==> config.mk <==
export PLATFORM = sky130hd
export DESIGN_NAME = instruction_fetch
export DESIGN_NICKNAME = d
export VERILOG_FILES = /design/src/rtl/mips_pkg.sv /design/src/rtl/instruction_fetch.sv
export SDC_FILE = /design/constraint.sdc
export NUM_CORES = 1
export LEC_CHECK = 0
export ABC_AREA = 1
export ABC_CLOCK_PERIOD_IN_PS = 1650
export CAP_MARGIN = 20
export CORE_MARGIN = 4
export CORE_UTILIZATION = 42
export DETAILED_ROUTE_END_ITERATION = 8
export PLACE_DENSITY = 0.76
export SETUP_SLACK_MARGIN = 0.15
export SYNTH_ARGS = -nofsm -noshare
export SYNTH_HDL_FRONTEND = slang
export SYNTH_SLANG_ARGS = --single-unit
==> constraint.sdc <==
create_clock -name clk -period 1.65 [get_ports clk]
set_input_delay 0.33 -clock clk [delete_from_list [all_inputs] [get_ports clk]]
set_output_delay 0.33 -clock clk [all_outputs]
set_load 0.02 [all_outputs]
==> src/rtl/mips_pkg.sv <==
// Shared MIPS instruction field positions, opcode/funct constants and the
// fetch-stage state type used by the fetch unit and its consumers.
package mips_pkg;

    localparam int OPCODE_MSB = 31;
    localparam int OPCODE_LSB = 26;
    localparam int FUNCT_MSB  = 5;
    localparam int FUNCT_LSB  = 0;

    localparam logic [5:0] RTYPE   = 6'h00;
    localparam logic [5:0] SYSCALL = 6'h0C;

    localparam int INST_BYTES = 4;

    typedef enum logic [2:0] {
        REQ,
        WAIT,
        HOLD,
        DRAIN,
        HALT
    } fetch_state_t;

endpackage

==> src/rtl/instruction_fetch.sv <==
// Fetch stage: owns the PC, runs one outstanding imem request at a time and
// hands words to the CU over valid/ready. Define FETCH_PERF_EN for perf counters.
module instruction_fetch
    import mips_pkg::*;
#(
    parameter int                 ADDR_W   = 32,
    parameter int                 DATA_W   = 32,
    parameter logic [ADDR_W-1:0]  RESET_PC = '0
) (
    input  logic              clk,
    input  logic              rst_b,
    output logic              imem_req,
    output logic [ADDR_W-1:0] imem_addr,
    input  logic              imem_gnt,
    input  logic              imem_rvalid,
    input  logic [DATA_W-1:0] imem_rdata,
    output logic [DATA_W-1:0] inst,
    output logic [5:0]        opcode,
    output logic [5:0]        funct,
    output logic [ADDR_W-1:0] inst_pc,
    output logic              inst_valid,
    input  logic              inst_ready,
    input  logic              redirect,
    input  logic [ADDR_W-1:0] redirect_pc,
    input  logic              halted
`ifdef FETCH_PERF_EN
    ,
    output logic [31:0]       perf_fetched,
    output logic [31:0]       perf_stall
`endif
);

    fetch_state_t      state;
    fetch_state_t      state_next;
    logic [ADDR_W-1:0] pc;
    logic [ADDR_W-1:0] redirect_aligned;
    logic              fire;
    logic              load_inst;
    logic              drop_inst;
    logic              take_redirect;

    assign redirect_aligned = redirect_pc & ~ADDR_W'(3);
    assign fire             = inst_valid && inst_ready;

    assign imem_req  = rst_b && (state == REQ);
    assign imem_addr = pc;
    assign opcode    = inst[OPCODE_MSB:OPCODE_LSB];
    assign funct     = inst[FUNCT_MSB:FUNCT_LSB];

    // A consumed SYSCALL outranks a redirect arriving in the same cycle.
    always_comb begin
        state_next    = state;
        load_inst     = 1'b0;
        drop_inst     = 1'b0;
        take_redirect = 1'b0;
        case (state)
            REQ: begin
                if (redirect) begin
                    take_redirect = 1'b1;
                    state_next    = imem_gnt ? DRAIN : REQ;
                end else if (imem_gnt) begin
                    state_next = WAIT;
                end
            end
            WAIT: begin
                if (redirect) begin
                    take_redirect = 1'b1;
                    state_next    = imem_rvalid ? REQ : DRAIN;
                end else if (imem_rvalid) begin
                    load_inst  = 1'b1;
                    state_next = HOLD;
                end
            end
            HOLD: begin
                if (fire && halted) begin
                    drop_inst  = 1'b1;
                    state_next = HALT;
                end else if (redirect) begin
                    take_redirect = 1'b1;
                    drop_inst     = 1'b1;
                    state_next    = REQ;
                end else if (fire) begin
                    drop_inst  = 1'b1;
                    state_next = REQ;
                end
            end
            DRAIN: begin
                // The stale response still has to be absorbed before a new request.
                take_redirect = redirect;
                if (imem_rvalid) begin
                    state_next = REQ;
                end
            end
            HALT: begin
                state_next = HALT;
            end
            default: begin
                state_next = REQ;
            end
        endcase
    end

    always_ff @(posedge clk) begin
        if (!rst_b) begin
            state      <= REQ;
            pc         <= RESET_PC;
            inst       <= '0;
            inst_pc    <= '0;
            inst_valid <= 1'b0;
        end else begin
            state <= state_next;
            if (take_redirect) begin
                pc <= redirect_aligned;
            end else if (load_inst) begin
                pc <= pc + ADDR_W'(INST_BYTES);
            end
            if (load_inst) begin
                inst       <= imem_rdata;
                inst_pc    <= pc;
                inst_valid <= 1'b1;
            end else if (drop_inst) begin
                inst_valid <= 1'b0;
            end
        end
    end

`ifdef FETCH_PERF_EN
    function automatic logic [31:0] sat_inc(input logic [31:0] value);
        return (&value) ? value : value + 32'd1;
    endfunction

    always_ff @(posedge clk) begin
        if (!rst_b) begin
            perf_fetched <= '0;
            perf_stall   <= '0;
        end else if (state != HALT) begin
            if (fire) begin
                perf_fetched <= sat_inc(perf_fetched);
            end
            if (state == REQ || state == WAIT || state == DRAIN) begin
                perf_stall <= sat_inc(perf_stall);
            end
        end
    end
`endif

endmodule
# Word level (Yosys, flattened, before mapping)
# Index checks and enable logic that the tools add are counted.
# word_totals
reg_bits	100
inputBits	71
output_inout_bits	110
word_cells	50
# classes
add_sub_neg	1
eq_ne	8
n_mux	25
n_bitwise	1
reduce_logical	9
# op_table
op	n
$mux W32	2
$add A32 B3 Y32 const B	1
$mux W3	8
$pmux W3 S5	1
$mux W1	11
$eq A3 B2 Y1 const B	2
$ne A3 B3 Y1 const B	2
$mux W2	2
$ne A4 B4 Y1 const B	1
$reduce_and A4 Y1	1
$reduce_bool A2 Y1	2
$reduce_or A2 Y1	2
$eq A3 B1 Y1 const B	1
$eq A3 B3 Y1 const B	1
$logic_and A1 B1 Y1	3
$logic_not A3 Y1	1
$pmux W1 S3	1
$ne A2 B2 Y1 const B	1
$not A1 Y1	1

# Depth between registers and ports, before layout
# depth
word_depth	7
ltp_mapped	11
ltp_nobuf	11

# Worst setup path before layout
# No wires, ideal clock.
# synth_path
path_kind	flip-flop to flip-flop
start	register pc[3] (netlist: imem_addr[3])
end	register pc[28] (netlist: imem_addr[28])
setup_ns	0.132
arrival_time_ns	1.501
required_ns	1.518
path_slack_ns	0.017
path_stages_with_launch	11
path_buffers	0
period_less_slack_ns	1.633
path_cell_list	dfxtp_1 ha_1 nand2_1 nor2_1 nand2_1 inv_1 nand2_1 nor2_1 nand3_1 nand3_1 a21oi_1
# synth_via
elab_chain_cells	3
# synth_rtl
item	line	source
start, declared	instruction_fetch.sv:35	logic [ADDR_W-1:0] pc;
start signal, assigned	instruction_fetch.sv:113	pc <= redirect_aligned;
start signal, assigned	instruction_fetch.sv:115	pc <= pc + ADDR_W'(INST_BYTES);
$add A32 B3 Y32	instruction_fetch.sv:115	
$mux W32	instruction_fetch.sv:114	end else if (load_inst) begin
$mux W32	instruction_fetch.sv:112	if (take_redirect) begin
# Every way passes these cells. The select of a mux whose other input is x is not followed.
# A chain may end at the register's enable or synchronous reset.

# Worst setup path in the final report
# layout_path
start	register pc[3] (netlist: imem_addr[3])
end	register pc[18] (netlist: imem_addr[18])
# The elaborated chain is that of the path after synthesis.

==> out/qor.txt <==
synth warn -> 0
Post-Syn Area per Cell -> 6.90 sq um
DRT Pass-1 Iters -> 5
Switching Fraction -> 35.3%
CTS clk-pin slew, worst paths -> 0.10 ns
RSZ-0062 raised after global routing -> true
Worst-Skew Late Latency -> 0.38 ns
Die Area -> 12400 sq um
CTS H-tree lvls -> 3
slowest stage delay, CP -> 0.38 ns
pin count of the biggest net entering global routing -> 72
sw power -> 2.23 mW
status -> finished, violations left
Seq/Total Area, Yosys -> 42.7%
WP data arrival -> 1.93 ns
Final Non-Filler Cells -> 1006
Final ANT Viol Nets -> 0
grt total ovfl -> 0
clk_skew -> 0.0120 ns
most frequent cells in the layout -> 118 x nor2_1, 105 x nand2_1, 81 x dlygate4sd2_1, 71 x dfxtp_1, 66 x clkdlybuf4s50_1
TritonCTS clock tree -> done
Max stage delay cell, worst path -> dfxtp_2
crit path launch type -> flop
Die X -> 112 microns
delay-heaviest family, CP -> simple AND/OR/NAND/NOR gates
Distinct cells, synth -> 32
1st-iter DRT viols -> 322
power share of the clock group -> 23.5%
Fin Setup TNS -> -0.0115 ns
Final Critical Period -> 1.66 ns
initial antenna violation count -> 0
reg2reg start -> imem_addr[3]
Final Core Density -> 72.5%
ANT cells -> 0
fin. max-slew vios -> 0
Worst Hold Endpoint -> inst_valid
Core Area -> 10400 sq um
vias per cell -> 5.14
GPL Wtd Cong -> 0.876
HPWL after detailed placement -> 10.7 mm
failing checks -> negative setup slack
critical setup path kind -> flop to flop
clk root buf -> clkbuf_8
Port Buffers -> 174
global-route wire length before repair -> 23.4 mm
Fin. Hold Viols -> 0
Pleak -> 3.38 nW
FF+latch count, synth -> 96
Num CTS Buffers -> 9
Post-Syn Area -> 4500 sq um
Max FO, Critical Path -> 6
Setup violations, final -> 1
fmax -> 602 MHz
layout cells sized above 1 -> 25.3%
Reg2Reg Capture Point -> imem_addr[18]
DRT Wirelength -> 16.3 mm
Pint -> 4.08 mW
HP Class -> primary input to flop
I/O Pins -> 181
pwr/cell area -> 839 nW/um^2
die height -> 112 microns
synthesized instance count -> 653
Relative slew margins -> 52.5%
Crit path depth -> 9
worst slew pin tran -> 0.713 ns
Comb power frac -> 33.4%
number of global-route vias before repair -> 4735
fin worst setup slack -> -0.0115 ns
CP endpoint kind -> flop
largest vdd supply drop -> 0.668 mV
final net count -> 937
hold-fix buffers at CTS -> 0
Avg WL per Cell -> 16.2 microns
CP bufs+invs -> 1
worst hold start -> redirect
Clock Sinks -> 96
sequential power share -> 43.1%
period utilisation layout -> 101%
worst r2r path cells -> 9
row count -> 37
required time of the critical path -> 1.92 ns
hold path depth -> 4
GRT Overall Usage -> 22.9%
Remaining DRCs -> 0
P&R area growth vs syn -> 66.9%
clk buf depth -> 2
Place WS -> -0.260 ns
FF-to-FF setup slack -> -0.01 ns
vias -> 5169
placed cells -> 964
maxcap violations -> 0
Initial Utilization -> 43.4%
most common cell after layout, fill and taps aside -> nor2_1
CP Cell Sequence -> ha_4 -> nand2_2 -> nor2_4 -> nand2_4 -> nor2_4 -> buf_6 -> nand2_2 -> xor2_1 -> a21oi_1
==> cells in the mapped netlist <==
master    number  area share, %
clkinv_1       1          0.083
nor3_1         1           0.11
clkbuf_1      15            1.2
nand3b_1       1           0.17
nor2_4         1           0.25
dfxtp_1       96             43
nor2_1       136             11
a21oi_1       41            4.6
nand2_4        3           0.75
buf_2          8           0.89
ha_1           1           0.28
nand4_1        4           0.56
xor2_1         9            1.8
clkinv_2       1           0.11
and3_1         1           0.14
o211ai_1       4           0.67
buf_6          3           0.75
inv_2          2           0.17
a211oi_1       3           0.50
a32oi_1        1           0.19
buf_4         21            3.5
nor3b_1        1           0.17
conb_1         1          0.083
nor2_2         5           0.69
inv_1         41            3.4
o21ai_0       81            9.0
nand2_1      128             11
nand3_1       32            3.6
xnor2_1        1           0.19
o21ai_1        2           0.22
a31oi_1        7           0.97
nor3_4         1           0.36
==> power by group through the flow <==
stage	clock (mW)	sequential [mW]	combinational, mW
4_1_cts	1.51	2.70	1.85
3_3_place_gp	0	2.75	1.84
2_1_floorplan	0	3.01	0.737
5_1_grt	1.63	2.75	2.26
3_5_place_dp	0	2.76	1.89
6_report	1.48	2.72	2.10
==> layout make-up <==
type	instances	area, sq um
sequential	96	1970
inverter	45	194
fill	843	2850
tap	136	170
multi-input combinational	469	2520
clock buffer	9	124
timing repair buffer	244	2480
clock inverter	7	62.6
==> layer usage <==
layer | track usage, % | part of all wire [%] | up-vias | wire length (microns)
met5 | 0 | 0 | - | 0
met4 | 7.79 | 1.9 | 0 | 312
met3 | 4.29 | 6.5 | 30 | 1060
met2 | 38.9 | 50 | 209 | 8100
met1 | 29.3 | 42 | 2402 | 6840
li1 | - | - | 2528 | -
==> flip-flops by register name (all words and copies together) (netlist names) <==
signal and cells:
imem_addr 30, inst 32, inst_pc 30, inst_valid 1
state 3
==> worst register-to-register path: stages (launching register included) <==
cell and delay, ns:
dfxtp_2 0.38, ha_4 0.15, nand2_2 0.06, nor2_4 0.17
nand2_4 0.10, nor2_4 0.25, buf_6 0.13, nand2_2 0.04
xor2_1 0.18, a21oi_1 0.09
==> what timing repair did <==
action	CTS	global route
buffers inserted	3	16
endpoints found under the setup margin	165	108
cloned	2	5
resized for setup	200	162
pin swaps	12	50
==> worst max-delay path by stage <==
stage | start | end | slack, ns
after floorplan | imem_addr[3] | imem_addr[28] | 0.15
after global placement | redirect | imem_addr[15] | -0.24
after detailed placement | redirect | imem_addr[15] | -0.26
after CTS | state[0] | imem_req | 0.09
after global routing | imem_addr[3] | imem_addr[18] | -0.08
final | imem_addr[3] | imem_addr[18] | -0.01
==> through the flow <==
step / area, sq um / hold slack (ns) / power [mW]
3_5_place_dp: 6540 / 0.458 / 4.65
4_1_cts: 6880 / 0.471 / 6.07
5_1_grt: 7520 / 0.412 / 6.64
2_1_floorplan: 4530 / 0.486 / 3.74
3_3_place_gp: 6540 / 0.455 / 4.59
6_report: 7520 / 0.393 / 6.31
==> logic make-up (layout without fill, tap and decap cells) <==
kind of cell	after synthesis	in the layout	synth area share [%]
buffers and inverters	92	305	10.2
DFF	96	96	42.7
and+or+nand+nor	314	315	28.7
other	1	4	0.0833
AOI/OAI and AO/OA	139	139	16.1
xor gates and xnor gates	10	10	1.94
adders and majority gates	1	1	0.278
No activity file was read; power rests on OpenSTA's default activity.
